### src/rtl/control_sequencer_pkg.sv
// Shared definitions for the hardwired control sequencer: opcodes, ALU one-hot codes,
// state encoding and the registered strobe bundle.
package control_sequencer_pkg;

    localparam logic [4:0] OP_LD   = 5'd0;
    localparam logic [4:0] OP_LDI  = 5'd1;
    localparam logic [4:0] OP_ST   = 5'd2;
    localparam logic [4:0] OP_ADD  = 5'd3;
    localparam logic [4:0] OP_SUB  = 5'd4;
    localparam logic [4:0] OP_SHR  = 5'd5;
    localparam logic [4:0] OP_SHL  = 5'd6;
    localparam logic [4:0] OP_ROR  = 5'd7;
    localparam logic [4:0] OP_ROL  = 5'd8;
    localparam logic [4:0] OP_AND  = 5'd9;
    localparam logic [4:0] OP_OR   = 5'd10;
    localparam logic [4:0] OP_ADDI = 5'd11;
    localparam logic [4:0] OP_ANDI = 5'd12;
    localparam logic [4:0] OP_ORI  = 5'd13;
    localparam logic [4:0] OP_MUL  = 5'd14;
    localparam logic [4:0] OP_DIV  = 5'd15;
    localparam logic [4:0] OP_NEG  = 5'd16;
    localparam logic [4:0] OP_NOT  = 5'd17;
    localparam logic [4:0] OP_BR   = 5'd18;
    localparam logic [4:0] OP_JR   = 5'd19;
    localparam logic [4:0] OP_JAL  = 5'd20;
    localparam logic [4:0] OP_IN   = 5'd21;
    localparam logic [4:0] OP_OUT  = 5'd22;
    localparam logic [4:0] OP_MFHI = 5'd23;
    localparam logic [4:0] OP_MFLO = 5'd24;
    localparam logic [4:0] OP_NOP  = 5'd25;
    localparam logic [4:0] OP_HALT = 5'd26;

    localparam logic [11:0] ALU_ADD = 12'h001;
    localparam logic [11:0] ALU_SUB = 12'h002;
    localparam logic [11:0] ALU_AND = 12'h004;
    localparam logic [11:0] ALU_OR  = 12'h008;
    localparam logic [11:0] ALU_SHR = 12'h010;
    localparam logic [11:0] ALU_SHL = 12'h020;
    localparam logic [11:0] ALU_ROR = 12'h040;
    localparam logic [11:0] ALU_ROL = 12'h080;
    localparam logic [11:0] ALU_MUL = 12'h100;
    localparam logic [11:0] ALU_DIV = 12'h200;
    localparam logic [11:0] ALU_NEG = 12'h400;
    localparam logic [11:0] ALU_NOT = 12'h800;

    typedef enum logic [3:0] {
        S_T0, S_T1, S_T2, S_T3, S_T4, S_T5, S_T6, S_T7,
        S_WF, S_WL, S_WS, S_HALT
    } state_t;

    typedef struct packed {
        logic        pc_out, pc_in, inc_pc;
        logic        mar_in, mdr_in, mdr_out;
        logic        mdr_read, ram_write;
        logic        ir_in, y_in, z_in;
        logic        zlow_out, zhigh_out;
        logic        hi_in, lo_in, hi_out, lo_out;
        logic        gra, grb, grc;
        logic        rin, rout, ba_out;
        logic        c_out;
        logic        con_in, con_ff_reset;
        logic        r15_write;
        logic        inport_out, outport_in;
        logic [11:0] alu;
        logic        run;
    } ctrl_t;

    // ALU operation implied by an arithmetic/logic opcode; 0 for everything else.
    function automatic logic [11:0] alu_onehot(input logic [4:0] op);
        case (op)
            OP_ADD, OP_ADDI: return ALU_ADD;
            OP_SUB:          return ALU_SUB;
            OP_AND, OP_ANDI: return ALU_AND;
            OP_OR,  OP_ORI:  return ALU_OR;
            OP_SHR:          return ALU_SHR;
            OP_SHL:          return ALU_SHL;
            OP_ROR:          return ALU_ROR;
            OP_ROL:          return ALU_ROL;
            OP_MUL:          return ALU_MUL;
            OP_DIV:          return ALU_DIV;
            OP_NEG:          return ALU_NEG;
            OP_NOT:          return ALU_NOT;
            default:         return 12'h000;
        endcase
    endfunction

endpackage

### src/rtl/control_sequencer.sv
// Hardwired Moore control unit: r_state names the step that the next clock edge executes;
// its strobes are decoded and registered on that edge, so every output is a flop.
module control_sequencer
    import control_sequencer_pkg::*;
#(
    parameter int unsigned MEM_WAIT = 0
) (
    input  logic        clk,
    input  logic        clr,
    input  logic [31:0] ir,
    input  logic        con_ff,
    output logic        PCout,
    output logic        PCin,
    output logic        IncPC,
    output logic        MARin,
    output logic        MDRin,
    output logic        MDRout,
    output logic        MDRRead,
    output logic        RAMwrite,
    output logic        IRin,
    output logic        Yin,
    output logic        Zin,
    output logic        Zlowout,
    output logic        Zhighout,
    output logic        HIin,
    output logic        LOin,
    output logic        HIout,
    output logic        LOout,
    output logic        Gra,
    output logic        Grb,
    output logic        Grc,
    output logic        Rin_in,
    output logic        Rout_in,
    output logic        BAout,
    output logic        Cout,
    output logic        CONin,
    output logic        con_FF_Reset,
    output logic        r15write,
    output logic        InPortout,
    output logic        OutPortIn,
    output logic [11:0] ALUControl,
    output logic        run
);

    localparam logic       HAS_WAIT = (MEM_WAIT != 0);
    localparam logic [2:0] WAIT_CNT = 3'(MEM_WAIT);

    state_t      r_state;
    state_t      w_next;
    ctrl_t       r_ctrl;
    ctrl_t       w_ctrl;
    logic [2:0]  r_wcnt;
    logic [4:0]  w_op;
    logic        w_mem, w_alu3, w_imm, w_md, w_un;
    logic        w_t3_last, w_in_wait, w_enter_wait, w_wait_last;
    logic        w_unused_ir;

    assign w_op        = ir[31:27];
    assign w_unused_ir = ^ir[26:0];

    assign w_mem  = (w_op <= OP_ST);
    assign w_alu3 = (w_op >= OP_ADD)  && (w_op <= OP_OR);
    assign w_imm  = (w_op >= OP_ADDI) && (w_op <= OP_ORI);
    assign w_md   = (w_op == OP_MUL)  || (w_op == OP_DIV);
    assign w_un   = (w_op == OP_NEG)  || (w_op == OP_NOT);

    // Single-step executes: jr, in, out, mfhi, mflo, nop and undefined opcodes.
    assign w_t3_last = ((w_op >= OP_JR) && (w_op <= OP_MFLO) && (w_op != OP_JAL))
                       || (w_op == OP_NOP) || (w_op > OP_HALT);

    assign w_in_wait    = (r_state == S_WF) || (r_state == S_WL) || (r_state == S_WS);
    assign w_enter_wait = !w_in_wait && ((w_next == S_WF) || (w_next == S_WL) || (w_next == S_WS));
    assign w_wait_last  = (r_wcnt <= 3'd1);

    always_comb begin
        w_next = r_state;
        case (r_state)
            S_T0:    w_next = HAS_WAIT ? S_WF : S_T1;
            S_WF:    w_next = w_wait_last ? S_T1 : S_WF;
            S_T1:    w_next = S_T2;
            S_T2:    w_next = S_T3;
            S_T3: begin
                if (w_op == OP_HALT)  w_next = S_HALT;
                else if (w_t3_last)   w_next = S_T0;
                else                  w_next = S_T4;
            end
            S_T4:    w_next = (w_un || (w_op == OP_JAL)) ? S_T0 : S_T5;
            S_T5: begin
                if ((w_op == OP_LDI) || w_alu3 || w_imm) w_next = S_T0;
                else if ((w_op == OP_LD) && HAS_WAIT)    w_next = S_WL;
                else                                     w_next = S_T6;
            end
            S_WL:    w_next = w_wait_last ? S_T6 : S_WL;
            S_T6:    w_next = ((w_op == OP_LD) || (w_op == OP_ST)) ? S_T7 : S_T0;
            S_T7:    w_next = ((w_op == OP_ST) && HAS_WAIT) ? S_WS : S_T0;
            S_WS:    w_next = w_wait_last ? S_T0 : S_WS;
            S_HALT:  w_next = S_HALT;
            default: w_next = S_T0;
        endcase
    end

    always_comb begin
        w_ctrl     = '0;
        w_ctrl.run = 1'b1;
        case (r_state)
            S_T0: begin
                w_ctrl.pc_out = 1'b1; w_ctrl.mar_in = 1'b1;
                w_ctrl.inc_pc = 1'b1; w_ctrl.z_in   = 1'b1;
            end
            S_WF, S_WL: w_ctrl.mdr_read = 1'b1;
            S_T1: begin
                w_ctrl.zlow_out = 1'b1; w_ctrl.pc_in  = 1'b1;
                w_ctrl.mdr_read = 1'b1; w_ctrl.mdr_in = 1'b1;
            end
            S_T2: begin
                w_ctrl.mdr_out = 1'b1; w_ctrl.ir_in = 1'b1; w_ctrl.con_ff_reset = 1'b1;
            end
            S_T3: begin
                if (w_mem) begin
                    w_ctrl.grb = 1'b1; w_ctrl.ba_out = 1'b1; w_ctrl.y_in = 1'b1;
                end else if (w_alu3 || w_imm) begin
                    w_ctrl.grb = 1'b1; w_ctrl.rout = 1'b1; w_ctrl.y_in = 1'b1;
                end else if (w_md) begin
                    w_ctrl.gra = 1'b1; w_ctrl.rout = 1'b1; w_ctrl.y_in = 1'b1;
                end else if (w_un) begin
                    w_ctrl.grb = 1'b1; w_ctrl.rout = 1'b1; w_ctrl.z_in = 1'b1;
                    w_ctrl.alu = alu_onehot(w_op);
                end else begin
                    case (w_op)
                        OP_BR:   begin w_ctrl.gra = 1'b1; w_ctrl.rout = 1'b1; w_ctrl.con_in = 1'b1; end
                        OP_JR:   begin w_ctrl.gra = 1'b1; w_ctrl.rout = 1'b1; w_ctrl.pc_in = 1'b1; end
                        OP_JAL:  begin w_ctrl.pc_out = 1'b1; w_ctrl.r15_write = 1'b1; end
                        OP_IN:   begin w_ctrl.inport_out = 1'b1; w_ctrl.gra = 1'b1; w_ctrl.rin = 1'b1; end
                        OP_OUT:  begin w_ctrl.gra = 1'b1; w_ctrl.rout = 1'b1; w_ctrl.outport_in = 1'b1; end
                        OP_MFHI: begin w_ctrl.hi_out = 1'b1; w_ctrl.gra = 1'b1; w_ctrl.rin = 1'b1; end
                        OP_MFLO: begin w_ctrl.lo_out = 1'b1; w_ctrl.gra = 1'b1; w_ctrl.rin = 1'b1; end
                        default: ;
                    endcase
                end
            end
            S_T4: begin
                if (w_mem) begin
                    w_ctrl.c_out = 1'b1; w_ctrl.alu = ALU_ADD; w_ctrl.z_in = 1'b1;
                end else if (w_alu3) begin
                    w_ctrl.grc = 1'b1; w_ctrl.rout = 1'b1; w_ctrl.z_in = 1'b1;
                    w_ctrl.alu = alu_onehot(w_op);
                end else if (w_imm) begin
                    w_ctrl.c_out = 1'b1; w_ctrl.z_in = 1'b1; w_ctrl.alu = alu_onehot(w_op);
                end else if (w_md) begin
                    w_ctrl.grb = 1'b1; w_ctrl.rout = 1'b1; w_ctrl.z_in = 1'b1;
                    w_ctrl.alu = alu_onehot(w_op);
                end else if (w_un) begin
                    w_ctrl.zlow_out = 1'b1; w_ctrl.gra = 1'b1; w_ctrl.rin = 1'b1;
                end else if (w_op == OP_BR) begin
                    w_ctrl.pc_out = 1'b1; w_ctrl.y_in = 1'b1;
                end else if (w_op == OP_JAL) begin
                    w_ctrl.gra = 1'b1; w_ctrl.rout = 1'b1; w_ctrl.pc_in = 1'b1;
                end
            end
            S_T5: begin
                if (w_op == OP_LDI || w_alu3 || w_imm) begin
                    w_ctrl.zlow_out = 1'b1; w_ctrl.gra = 1'b1; w_ctrl.rin = 1'b1;
                end else if (w_mem) begin
                    w_ctrl.zlow_out = 1'b1; w_ctrl.mar_in = 1'b1;
                end else if (w_md) begin
                    w_ctrl.zlow_out = 1'b1; w_ctrl.lo_in = 1'b1;
                end else if (w_op == OP_BR) begin
                    w_ctrl.c_out = 1'b1; w_ctrl.alu = ALU_ADD; w_ctrl.z_in = 1'b1;
                end
            end
            S_T6: begin
                if (w_op == OP_LD) begin
                    w_ctrl.mdr_read = 1'b1; w_ctrl.mdr_in = 1'b1;
                end else if (w_op == OP_ST) begin
                    w_ctrl.gra = 1'b1; w_ctrl.rout = 1'b1; w_ctrl.mdr_in = 1'b1;
                end else if (w_md) begin
                    w_ctrl.zhigh_out = 1'b1; w_ctrl.hi_in = 1'b1;
                end else if ((w_op == OP_BR) && con_ff) begin
                    w_ctrl.zlow_out = 1'b1; w_ctrl.pc_in = 1'b1;
                end
            end
            S_T7: begin
                if (w_op == OP_LD) begin
                    w_ctrl.mdr_out = 1'b1; w_ctrl.gra = 1'b1; w_ctrl.rin = 1'b1;
                end else begin
                    w_ctrl.ram_write = 1'b1;
                end
            end
            S_WS:    w_ctrl.ram_write = 1'b1;
            default: w_ctrl.run = 1'b0;
        endcase
    end

    always_ff @(posedge clk or negedge clr) begin
        if (!clr) begin
            r_state <= S_T0;
            r_ctrl  <= '0;
        end else begin
            r_state <= w_next;
            r_ctrl  <= w_ctrl;
        end
    end

    // Wait counter reloads on entry to any wait run and counts down to the last cycle.
    always_ff @(posedge clk or negedge clr) begin
        if (!clr)              r_wcnt <= 3'd0;
        else if (w_enter_wait) r_wcnt <= WAIT_CNT;
        else if (w_in_wait)    r_wcnt <= r_wcnt - 3'd1;
    end

    assign PCout        = r_ctrl.pc_out;
    assign PCin         = r_ctrl.pc_in;
    assign IncPC        = r_ctrl.inc_pc;
    assign MARin        = r_ctrl.mar_in;
    assign MDRin        = r_ctrl.mdr_in;
    assign MDRout       = r_ctrl.mdr_out;
    assign MDRRead      = r_ctrl.mdr_read;
    assign RAMwrite     = r_ctrl.ram_write;
    assign IRin         = r_ctrl.ir_in;
    assign Yin          = r_ctrl.y_in;
    assign Zin          = r_ctrl.z_in;
    assign Zlowout      = r_ctrl.zlow_out;
    assign Zhighout     = r_ctrl.zhigh_out;
    assign HIin         = r_ctrl.hi_in;
    assign LOin         = r_ctrl.lo_in;
    assign HIout        = r_ctrl.hi_out;
    assign LOout        = r_ctrl.lo_out;
    assign Gra          = r_ctrl.gra;
    assign Grb          = r_ctrl.grb;
    assign Grc          = r_ctrl.grc;
    assign Rin_in       = r_ctrl.rin;
    assign Rout_in      = r_ctrl.rout;
    assign BAout        = r_ctrl.ba_out;
    assign Cout         = r_ctrl.c_out;
    assign CONin        = r_ctrl.con_in;
    assign con_FF_Reset = r_ctrl.con_ff_reset;
    assign r15write     = r_ctrl.r15_write;
    assign InPortout    = r_ctrl.inport_out;
    assign OutPortIn    = r_ctrl.outport_in;
    assign ALUControl   = r_ctrl.alu;
    assign run          = r_ctrl.run;

endmodule
### config.mk
export PLATFORM = sky130hd
export DESIGN_NAME = control_sequencer
export DESIGN_NICKNAME = d
export VERILOG_FILES = /design/src/rtl/control_sequencer_pkg.sv /design/src/rtl/control_sequencer.sv
export SDC_FILE = /design/constraint.sdc
export NUM_CORES = 1
export LEC_CHECK = 0
export CAP_MARGIN = 20
export CORE_MARGIN = 2
export CORE_UTILIZATION = 35
export DETAILED_ROUTE_END_ITERATION = 10
export GPL_TIMING_DRIVEN = 0
export PLACE_DENSITY = 0.75
export SETUP_SLACK_MARGIN = 0.15
export SLEW_MARGIN = 5
export SYNTH_ARGS = -nofsm -noshare
export SYNTH_HDL_FRONTEND = slang
export SYNTH_SLANG_ARGS = --single-unit
### constraint.sdc
create_clock -name clk -period 4.52 [get_ports clk]
set_clock_uncertainty 0.15 [all_clocks]
set_input_delay 1.356 -clock clk [delete_from_list [all_inputs] [get_ports clk]]
set_output_delay 1.356 -clock clk [all_outputs]
set_load 0.005 [all_outputs]
## Word-level counts from Yosys, hierarchy flattened

Memory sizes are Yosys's and may differ from the RTL's.
Index checks and enable logic that the tools add are counted.

| operators by class | value |
|---|---|
| add/sub/neg operators | 1 |
| order comparisons | 9 |
| eq/ne operators | 30 |
| multiplexer cells | 140 |
| reduce and logical (&&, ||, !) cells | 28 |

Operators with widths:

| operator | count |
|---|---|
| 1-bit 2-to-1 mux | 80 |
| 12-bit 2-to-1 mux | 5 |
| 5-bit == test (second input constant) | 11 |
| 15-bit 2-to-1 mux | 3 |
| 4-bit one-hot mux with 11 select lines | 1 |
| 3-bit 2-to-1 mux | 13 |
| 12-bit one-hot mux with 3 select lines | 1 |
| 2-bit 2-to-1 mux | 17 |
| 4-bit == test (second input constant) | 7 |
| 4-bit by 3-bit == test with 1-bit output (second input constant) | 4 |
| 4-bit 2-to-1 mux | 4 |
| 1-bit one-hot mux with 2 select lines | 8 |
| 1-bit one-hot mux with 4 select lines | 4 |
| 1-bit logical OR | 13 |
| 11-bit OR reduction | 1 |
| 5-bit by 4-bit == test with 1-bit output (second input constant) | 2 |
| 5-bit by 4-bit <= comparator with 1-bit output (second input constant) | 2 |
| 3-bit OR reduction | 3 |
| 4-bit by 2-bit == test with 1-bit output (second input constant) | 2 |
| 1-bit logical AND | 6 |
| 1-bit one-hot mux with 3 select lines | 2 |
| 6-bit OR reduction | 1 |
| 5-bit by 1-bit == test with 1-bit output (second input constant) | 1 |
| 5-bit by 2-bit == test with 1-bit output (second input constant) | 1 |
| 16 further kinds | 16 |

| word-level totals | value |
|---|---|
| bits in registers | 48 |
| bits in read-only memories | 1536 |
| bits of input ports | 35 |
| output and inout port bits | 42 |
| memories kept | 4 |

Memory list:

| memory | words | width | read ports | clocked after Yosys merged registers in | wr ports | RTL line | text |
|---|---|---|---|---|---|---|---|
| (name not given) | 32 | 12 | 1 | 0 | 0 | control_sequencer_pkg.sv:70 | `case (op)` |
| (name not given) | 32 | 12 | 1 | 0 | 0 | control_sequencer_pkg.sv:70 |  |
| (name not given) | 32 | 12 | 1 | 0 | 0 | control_sequencer_pkg.sv:70 |  |
| (name not given) | 32 | 12 | 1 | 0 | 0 | control_sequencer_pkg.sv:70 |  |

## Depth between registers and ports, before layout

Gate-level depths: netlist of the first run.

| depth | value |
|---|---|
| depth after elaboration | 13 |
| gate-level depth with buffers | 6 |
| depth with buffers taken out | 4 |

## Worst setup path after synthesis of the first run

OpenSTA, ideal clock, no wires.

| timing | value |
|---|---|
| path type | input-to-reg |
| from | in ir[29] |
| to | reg r_ctrl, in the netlist Gra |
| library setup time | 0.087 ns |
| arrival time | 2.430 ns |
| required time | 4.283 ns |
| path slack | 1.853 ns |
| cell stages on the path | 5 |
| cell sequence | buf_4 or3b_2 o21ai_0 a22oi_1 o211ai_1 |

RTL lines:

| what | RTL line | text |
|---|---|---|
| start, declared | control_sequencer.sv:10 | `input logic [31:0] ir,` |
| end signal, assigned | control_sequencer.sv:200 | `r_ctrl <= w_ctrl;` |
| end, declared | control_sequencer.sv:50 | `ctrl_t r_ctrl;` |

==> flow_summary_export.csv, run 1 <==
group,metric,value,unit
outcome,status,"complete, no violations",
timing,max_freq,305.1,MHz
timing,rsz0062_at_grt,"no",
power_and_ir_drop,combPwrFrac,36.7,%
logic_synthesis,netlist.area_leader.share,51.96,%
routing,drc,0,
routing,drt_iter0_drc,112,
routing,first_pass_iters,4,
timing,fin_crit_sh,72.52,%
clock_network,clkTransAtPathRegs,0.08,ns
final_layout,drive_gt1_share,11.07,%
clock_network,holdBufCountCts,0,
clock_network,htreeDepth,2,
die,die_w,84.42,um
run,maxCapViolCount,0,
routing,num_vias,1940,
placement,placedCellCount,358,
logic_synthesis,synth_edf_count,0,
clock_network,cts_setup_buffers,0,
clock_network,clockRootBuffer,"clkbuf_8",
grt,grt_pass1_wl,9563,um
logic_synthesis,synth_top_family_by_area,"simple AND/OR/NAND/NOR gates",
logic_synthesis,ys_ff_latch,47,
logic_synthesis,yosys.area.top_type,"dfrtp_1",
die,io_pins,77,
final_layout,largest_reg_flops,12,
power_and_ir_drop,clockPowerShare,21.0,%
logic_synthesis,ys_seq_area_share,51.96,%
power_and_ir_drop,sequentialPowerShare,42.3,%
die,initial_core_util,35.85,%
die,die-area,7126,sq um
timing,maxSlewHeadroom,43.70,%
logic_synthesis,netlist-cell-type-count,54,
logic_synthesis,synthMuxAreaShare,0.4422,%
logic_synthesis,yosys_warnings,0,
setup_path,required,4.54,ns
placement,io_buffers,48,
power_and_ir_drop,peakVddDrop,0.0002001,V
final_layout,nets,324,
logic_synthesis,syn_avg_cell_area,9.756,sq um
logic_synthesis,syn_area,2263,sq um
timing,worstMarginPinSlew,0.8380,ns
min_path,whs_endpoint,"r_wcnt[0]",
routing,top_layer,"met4",
clock_network,clkLatencyLatePin,0.30,ns
die,core_area,6314,sq um
logic_synthesis,synthAdderAreaFrac,0.9950,%
logic_synthesis,synth_compound_area_share,14.81,%
clock_network,cts.sinks,47,
final_layout,fillers,619,
setup_path,timing.rr.start,"r_state[0]",
timing,setup_violations,0,
grt,antenna_found_initial,0,
setup_path,rrSetupSlack,2.37,ns
setup_path,r2r_end,"PCout",
die,rows,29,
setup_path,critPathLaunchType,"primary input",
logic_synthesis,synth_ff_type,"dfrtp_1",
die,fp.dieH,84.42,um
clock_network,cts_inserted_buffers,5,
power_and_ir_drop,p_leak,1.221,nW
grt,grt_pass1_vias,1887,
power_and_ir_drop,p_total,1.265,mW
grt,grt_max_degree,31,
setup_path,worstPathMaxFanout,7,
routing,routedWlPerCell,15.50,um
setup_path,reg2reg_depth,5,
final_layout,insertedDiodeCount,0,
min_path,holdPathStages,2,
setup_path,cp-end-kind,"flip-flop",
power_and_ir_drop,power.switching,0.4149,mW
routing,drtAntennaViolNets,0,
logic_synthesis,synthCells,232,
logic_synthesis,yosys-top-cells-count,"dfrtp_1 (47), nor2_1 (25), nand2_1 (19)",
final_layout,stdcell_count,366,
power_and_ir_drop,intPower,0.8500,mW
logic_synthesis,synthSimpleGateAreaFrac,23.44,%
final_layout,synthToLayoutAreaGrowth,30.51,%
grt,grt_use_total,16.67,%
logic_synthesis,ys_async_sr_fraction,100.0,%
routing,route.met2.wl,2635,um
routing,via_per_inst,5.301,
logic_synthesis,synthXorXnorAreaFrac,1.935,%
setup_path,crit_arrival,3.29,ns
logic_synthesis,synth_most_common_cell,"dfrtp_1",
timing,finalHoldViolCount,0,
logic_synthesis,syn_nets,268,
min_path,holdCritStartpoint,"r_wcnt[0]",
power_and_ir_drop,powerDensity,428.2,nW/um^2
timing,finalCriticalPeriod,3.278,ns
setup_path,critPathKind,"primary input to flip-flop",
timing,whs,0.3845,ns
routing,wl_met3,419,um
min_path,hp-class,"flip-flop to flip-flop",
clock_network,post_cts_resized,0,
logic_synthesis,synthTopCellsByArea,"dfrtp_1 (52%), nor2_1 (4.1%), nand2_1 (3.2%), nor3_1 (2.9%), a21oi_1 (2.7%)",
placement,gp_congestion,0.9301,
routing,routed_wl,5672,um
placement,detailed_place_hpwl,4197,um
final_layout,utilization,46.79,%
power_and_ir_drop,sw_frac_of_total,32.80,%
timing,tns,0,ns
clock_network,cts_tree,"done",
timing,slew_viol_final,0,
routing,wl_met1,2495,um
grt,overflow,0,
clock_network,cts_buffer_depth,2,
==> metal layers <==
layer | up-vias | GRT usage [%]
met3 | 13 | 2.262
met2 | 83 | 25.18
met1 | 913 | 24.16
li1 | 931 | -
met5 | - | 0
met4 | 0 | 7.071
==> stage by stage <==
stage                     setup WS [ns]  cell area [sq um]
after floorplan                   1.853               2263
after global placement           0.7741               2840
after detailed placement         0.9732               2855
after CTS                         1.285               2954
after global routing              1.155               2954
final                             1.242               2954
==> how the worst max path moves through the flow <==
stage	start	endpoint	slack, ns	cells past startpoint
after detailed placement	ir[30]	Rin_in	0.97	6
final	ir[30]	Rin_in	1.24	6
after floorplan	ir[29]	Gra	1.85	5
after global placement	clr	Grc	0.77	1
after CTS	ir[30]	Rin_in	1.28	6
after global routing	ir[30]	Rin_in	1.16	6
==> power by group through the flow <==
stage | combinational [mW] | clock, mW | sequential (mW)
global route | 0.514 | 0.287 | 0.546
finish | 0.464 | 0.266 | 0.535
CTS | 0.464 | 0.274 | 0.536
floorplan | 0.253 | 0 | 0.544
global placement | 0.455 | 0 | 0.539
detailed placement | 0.461 | 0 | 0.544
==> worst max-delay path, stage by stage <==
cell and delay, ns:
clkdlybuf4s50_1 0.52, or3_1 0.34, clkbuf_1 0.20, nor3_1 0.48
a22oi_1 0.23, o311ai_0 0.18
==> cell usage in the layout (no fill, tap or decap), drive strengths merged, types with 2 or more instances in the layout <==
cell type,instances
nand4bb,2
nand2,19
a22oi,3
nand3,8
o21a,2
nand3b,3
nand2b,7
or3,3
clkbuf,14
o21ai,10
o22a,2
a31oi,4
o211ai,3
nor2b,2
a21oi,12
inv,6
xor2,3
nor4,3
nor2,25
o311ai,3
nor4b,2
xnor2,2
buf,17
or3b,2
or2,2
dfrtp,47
clkdlybuf4s50,47
nor3,13
a311o,2
==> final cells by class <==
| type | instances | area, sq um | share of cell area, % |
|---|---|---|---|
| plain buffers | 23 | 122.6 | 4.151 |
| clock buffers | 6 | 82.58 | 2.795 |
| clock inverters | 2 | 16.27 | 0.5506 |
| inverters | 6 | 22.52 | 0.7624 |
| multi-input cells | 156 | 942.2 | 31.89 |
| flip-flops and latches | 47 | 1176 | 39.81 |
| well taps | 77 | 96.34 | 3.261 |
| repair buffers | 49 | 495.5 | 16.77 |
==> cell families (layout without fill, tap and decap cells) <==
group                    Yosys count  after routing
AO/OA/AOI/OAI                     49             49
XOR/XNOR                           5              5
adder cells (fa/ha/maj)            2              2
buffers and inverters             29             86
flip-flops                        47             47
multiplexers                       1              1
AND/OR/NAND/NOR                   99             99
Note: power is estimated with default switching activity, not from simulation.
==> run 2: changes to the inputs <==
==> constraint.sdc (replaced) <==
create_clock -name clk -period 3.4 [get_ports clk]
set_clock_uncertainty 0.15 [all_clocks]
set_input_delay 1.02 -clock clk [delete_from_list [all_inputs] [get_ports clk]]
set_output_delay 1.02 -clock clk [all_outputs]
set_load 0.005 [all_outputs]
==> results of run 2 <==
The final DEF is identical to that of run 1. Status: complete, no violations.
Main changes from that run: setup slack after placement 0.9732 ns -> 0.1892 ns; setup slack after layout 1.242 ns -> 0.4579 ns; register-to-register setup slack 2.37 ns -> 1.25 ns; total power 1.265 mW -> 1.682 mW; worst IR drop on VDD 0.0002001 V -> 0.0002661 V
==> run 3: changes to the inputs <==
--- a/config.mk
+++ b/config.mk
@@ -7,10 +7,10 @@
 export LEC_CHECK = 0
 export CAP_MARGIN = 20
 export CORE_MARGIN = 2
-export CORE_UTILIZATION = 35
+export CORE_UTILIZATION = 45
 export DETAILED_ROUTE_END_ITERATION = 10
 export GPL_TIMING_DRIVEN = 0
-export PLACE_DENSITY = 0.75
+export PLACE_DENSITY = 0.9
 export SETUP_SLACK_MARGIN = 0.15
 export SLEW_MARGIN = 5
 export SYNTH_ARGS = -nofsm -noshare
==> run 3 against run 2 <==
Total power grew 1.8%. Largest cell class unchanged. Via count grew 4.0%. Highest routed layer unchanged. Global-route usage grew 3.6 points. Critical endpoint unchanged.
==> flow_summary_export.csv, run 3 (synthesized netlist as in run 1, its figures left out) <==
group,metric,value,unit
timing,fin_crit_sh,84.73,%
die,die-area,5613,sq um
power_and_ir_drop,combPwrFrac,36.0,%
placement,gp_congestion,1.028,
setup_path,critPathLaunchType,"primary input",
timing,whs,0.4004,ns
setup_path,cp-end-kind,"flip-flop",
setup_path,slowest_delay,0.52,ns
final_layout,nets,324,
setup_path,r2r_end,"PCout",
outcome,status,"complete, no violations",
grt,overflow,0,
grt,grt_pass1_vias,1854,
clock_network,clockRootBuffer,"clkbuf_8",
routing,first_pass_iters,6,
setup_path,critPathKind,"primary input to flip-flop",
grt,grt_max_degree,34,
routing,drtAntennaViolNets,0,
setup_path,crit_buf_inv,2,
power_and_ir_drop,clockPowerShare,22.5,%
final_layout,largest_reg_flops,12,
min_path,whs_endpoint,"r_wcnt[0]",
clock_network,cts_tree,"done",
timing,finalCriticalPeriod,2.881,ns
timing,rsz0062_at_grt,"no",
timing,maxSlewHeadroom,42.64,%
power_and_ir_drop,sequentialPowerShare,41.5,%
min_path,holdPathStages,2,
timing,max_freq,347.1,MHz
power_and_ir_drop,sw_frac_of_total,31.09,%
final_layout,synthToLayoutAreaGrowth,30.13,%
power_and_ir_drop,intPower,1.179,mW
timing,slew_viol_final,0,
setup_path,worstPathMaxFanout,7,
final_layout,drive_gt1_share,10.42,%
timing,setup_violations,0,
placement,placedCellCount,348,
grt,antenna_found_initial,0,
timing,tns,0,ns
grt,grt_pass1_wl,8700,um
setup_path,slowest_stage,"clkdlybuf4s50_1",
routing,drt_iter0_drc,223,
placement,dp_slack,0.2331,ns
power_and_ir_drop,p_leak,1.225,nW
routing,drc,0,
setup_path,required,3.41,ns
clock_network,cts_inserted_buffers,5,
clock_network,clkTransAtPathRegs,0.08,ns
setup_path,critPathTopFamily,"simple AND/OR/NAND/NOR gates",
routing,routed_wl,5367,um
clock_network,cts_buffer_depth,2,
die,rows,25,
clock_network,cts_setup_buffers,0,
power_and_ir_drop,power.switching,0.5320,mW
die,core_area,4786,sq um
timing,fin_ws,0.5190,ns
power_and_ir_drop,p_total,1.711,mW
final_layout,insertedDiodeCount,0,
min_path,holdCritStartpoint,"r_wcnt[0]",
clock_network,clkLatencyLatePin,0.30,ns
run,maxCapViolCount,0,
die,die_w,74.92,um
final_layout,stdcell_count,355,
timing,worstMarginPinSlew,0.8539,ns
setup_path,cp_cell_sequence,"clkdlybuf4s50_1 -> or3_1 -> clkbuf_1 -> nor3_1 -> a22oi_1 -> o311ai_0",
setup_path,timing.rr.start,"r_state[0]",
clock_network,post_cts_resized,0,
die,io_pins,77,
placement,detailed_place_hpwl,3823,um
clock_network,htreeDepth,2,
routing,routedWlPerCell,15.12,um
clock_network,holdBufCountCts,0,
placement,io_buffers,48,
setup_path,crit_arrival,2.89,ns
routing,via_per_inst,5.685,
die,initial_core_util,47.29,%
die,fp.dieH,74.92,um
power_and_ir_drop,peakVddDrop,0.0002900,V
routing,num_vias,2018,
setup_path,rrSetupSlack,1.27,ns
setup_path,reg2reg_depth,5,
final_layout,final_cell_mix,"dfrtp_1 (47), clkdlybuf4s50_1 (47), nor2_1 (25), nand2_1 (19), nor3_1 (13)",
timing,finalHoldViolCount,0,
clock_network,cts.sinks,47,
min_path,hp-class,"flip-flop to flip-flop",
grt,grt_use_total,20.29,%
power_and_ir_drop,powerDensity,581.0,nW/um^2
==> run 3: cell types whose count changed in the layout (fill, tap and decap cells not counted), sizes merged <==
cell,before,now
bufinv,0,1
clkinv,1,0
clkinvlp,1,0
==> run 3: routing by layer <==
| metal | up-vias | track usage [%] | routed length (um) |
|---|---|---|---|
| met3 | 13 | 4.685 | 448 |
| li1 | 930 | - | - |
| met2 | 115 | 30.70 | 2516 |
| met1 | 960 | 27.98 | 2285 |
| met5 | - | 0 | 0 |
| met4 | 0 | 8.929 | 117 |
==> run 3: worst max-delay path by stage <==
stage | slack (ns) | endpoint | start | cells after the start
2_1_floorplan | 1.07 | Gra | ir[29] | 5
3_3_place_gp | 0.05 | Grc | clr | 1
3_5_place_dp | 0.23 | Rin_in | ir[30] | 6
4_1_cts | 0.54 | Rin_in | ir[30] | 6
5_1_grt | 0.38 | Rin_in | ir[30] | 6
6_report | 0.52 | Rin_in | ir[30] | 6
==> run 3: stage by stage <==
| step | cell area, sq um | util [%] |
|---|---|---|
| after floorplan | 2263 | - |
| after global placement | 2828 | 59.09 |
| after detailed placement | 2843 | 59.40 |
| after CTS | 2945 | 61.54 |
| after global routing | 2945 | 61.54 |
| final | 2945 | 61.54 |
==> run 3: layout make-up <==
cell class / count / area, sq um
timing repair buffer: 49 / 495.5
inverter: 6 / 22.52
clock buffer: 6 / 72.57
multi-input combinational: 156 / 942.2
buffer: 23 / 122.6
sequential: 47 / 1176
fill: 387 / 1841
tap: 67 / 83.83
clock inverter: 1 / 30.03
==> run 3: power by group through the flow <==
stage / Sequential, mW / Combinational (mW) / Clock, mW
CTS: 0.711 / 0.611 / 0.390
global route: 0.721 / 0.678 / 0.412
finish: 0.711 / 0.615 / 0.385
floorplan: 0.723 / 0.337 / 0
detailed placement: 0.721 / 0.603 / 0
global placement: 0.716 / 0.590 / 0
==> run 3: worst reg2reg max path, stage by stage (launching register included) <==
cell      delay (ns)
dfrtp_1         0.37
buf_2           0.21
nand2_1         0.11
nor3_1          0.67
nand2_1         0.32
o211ai_2        0.22
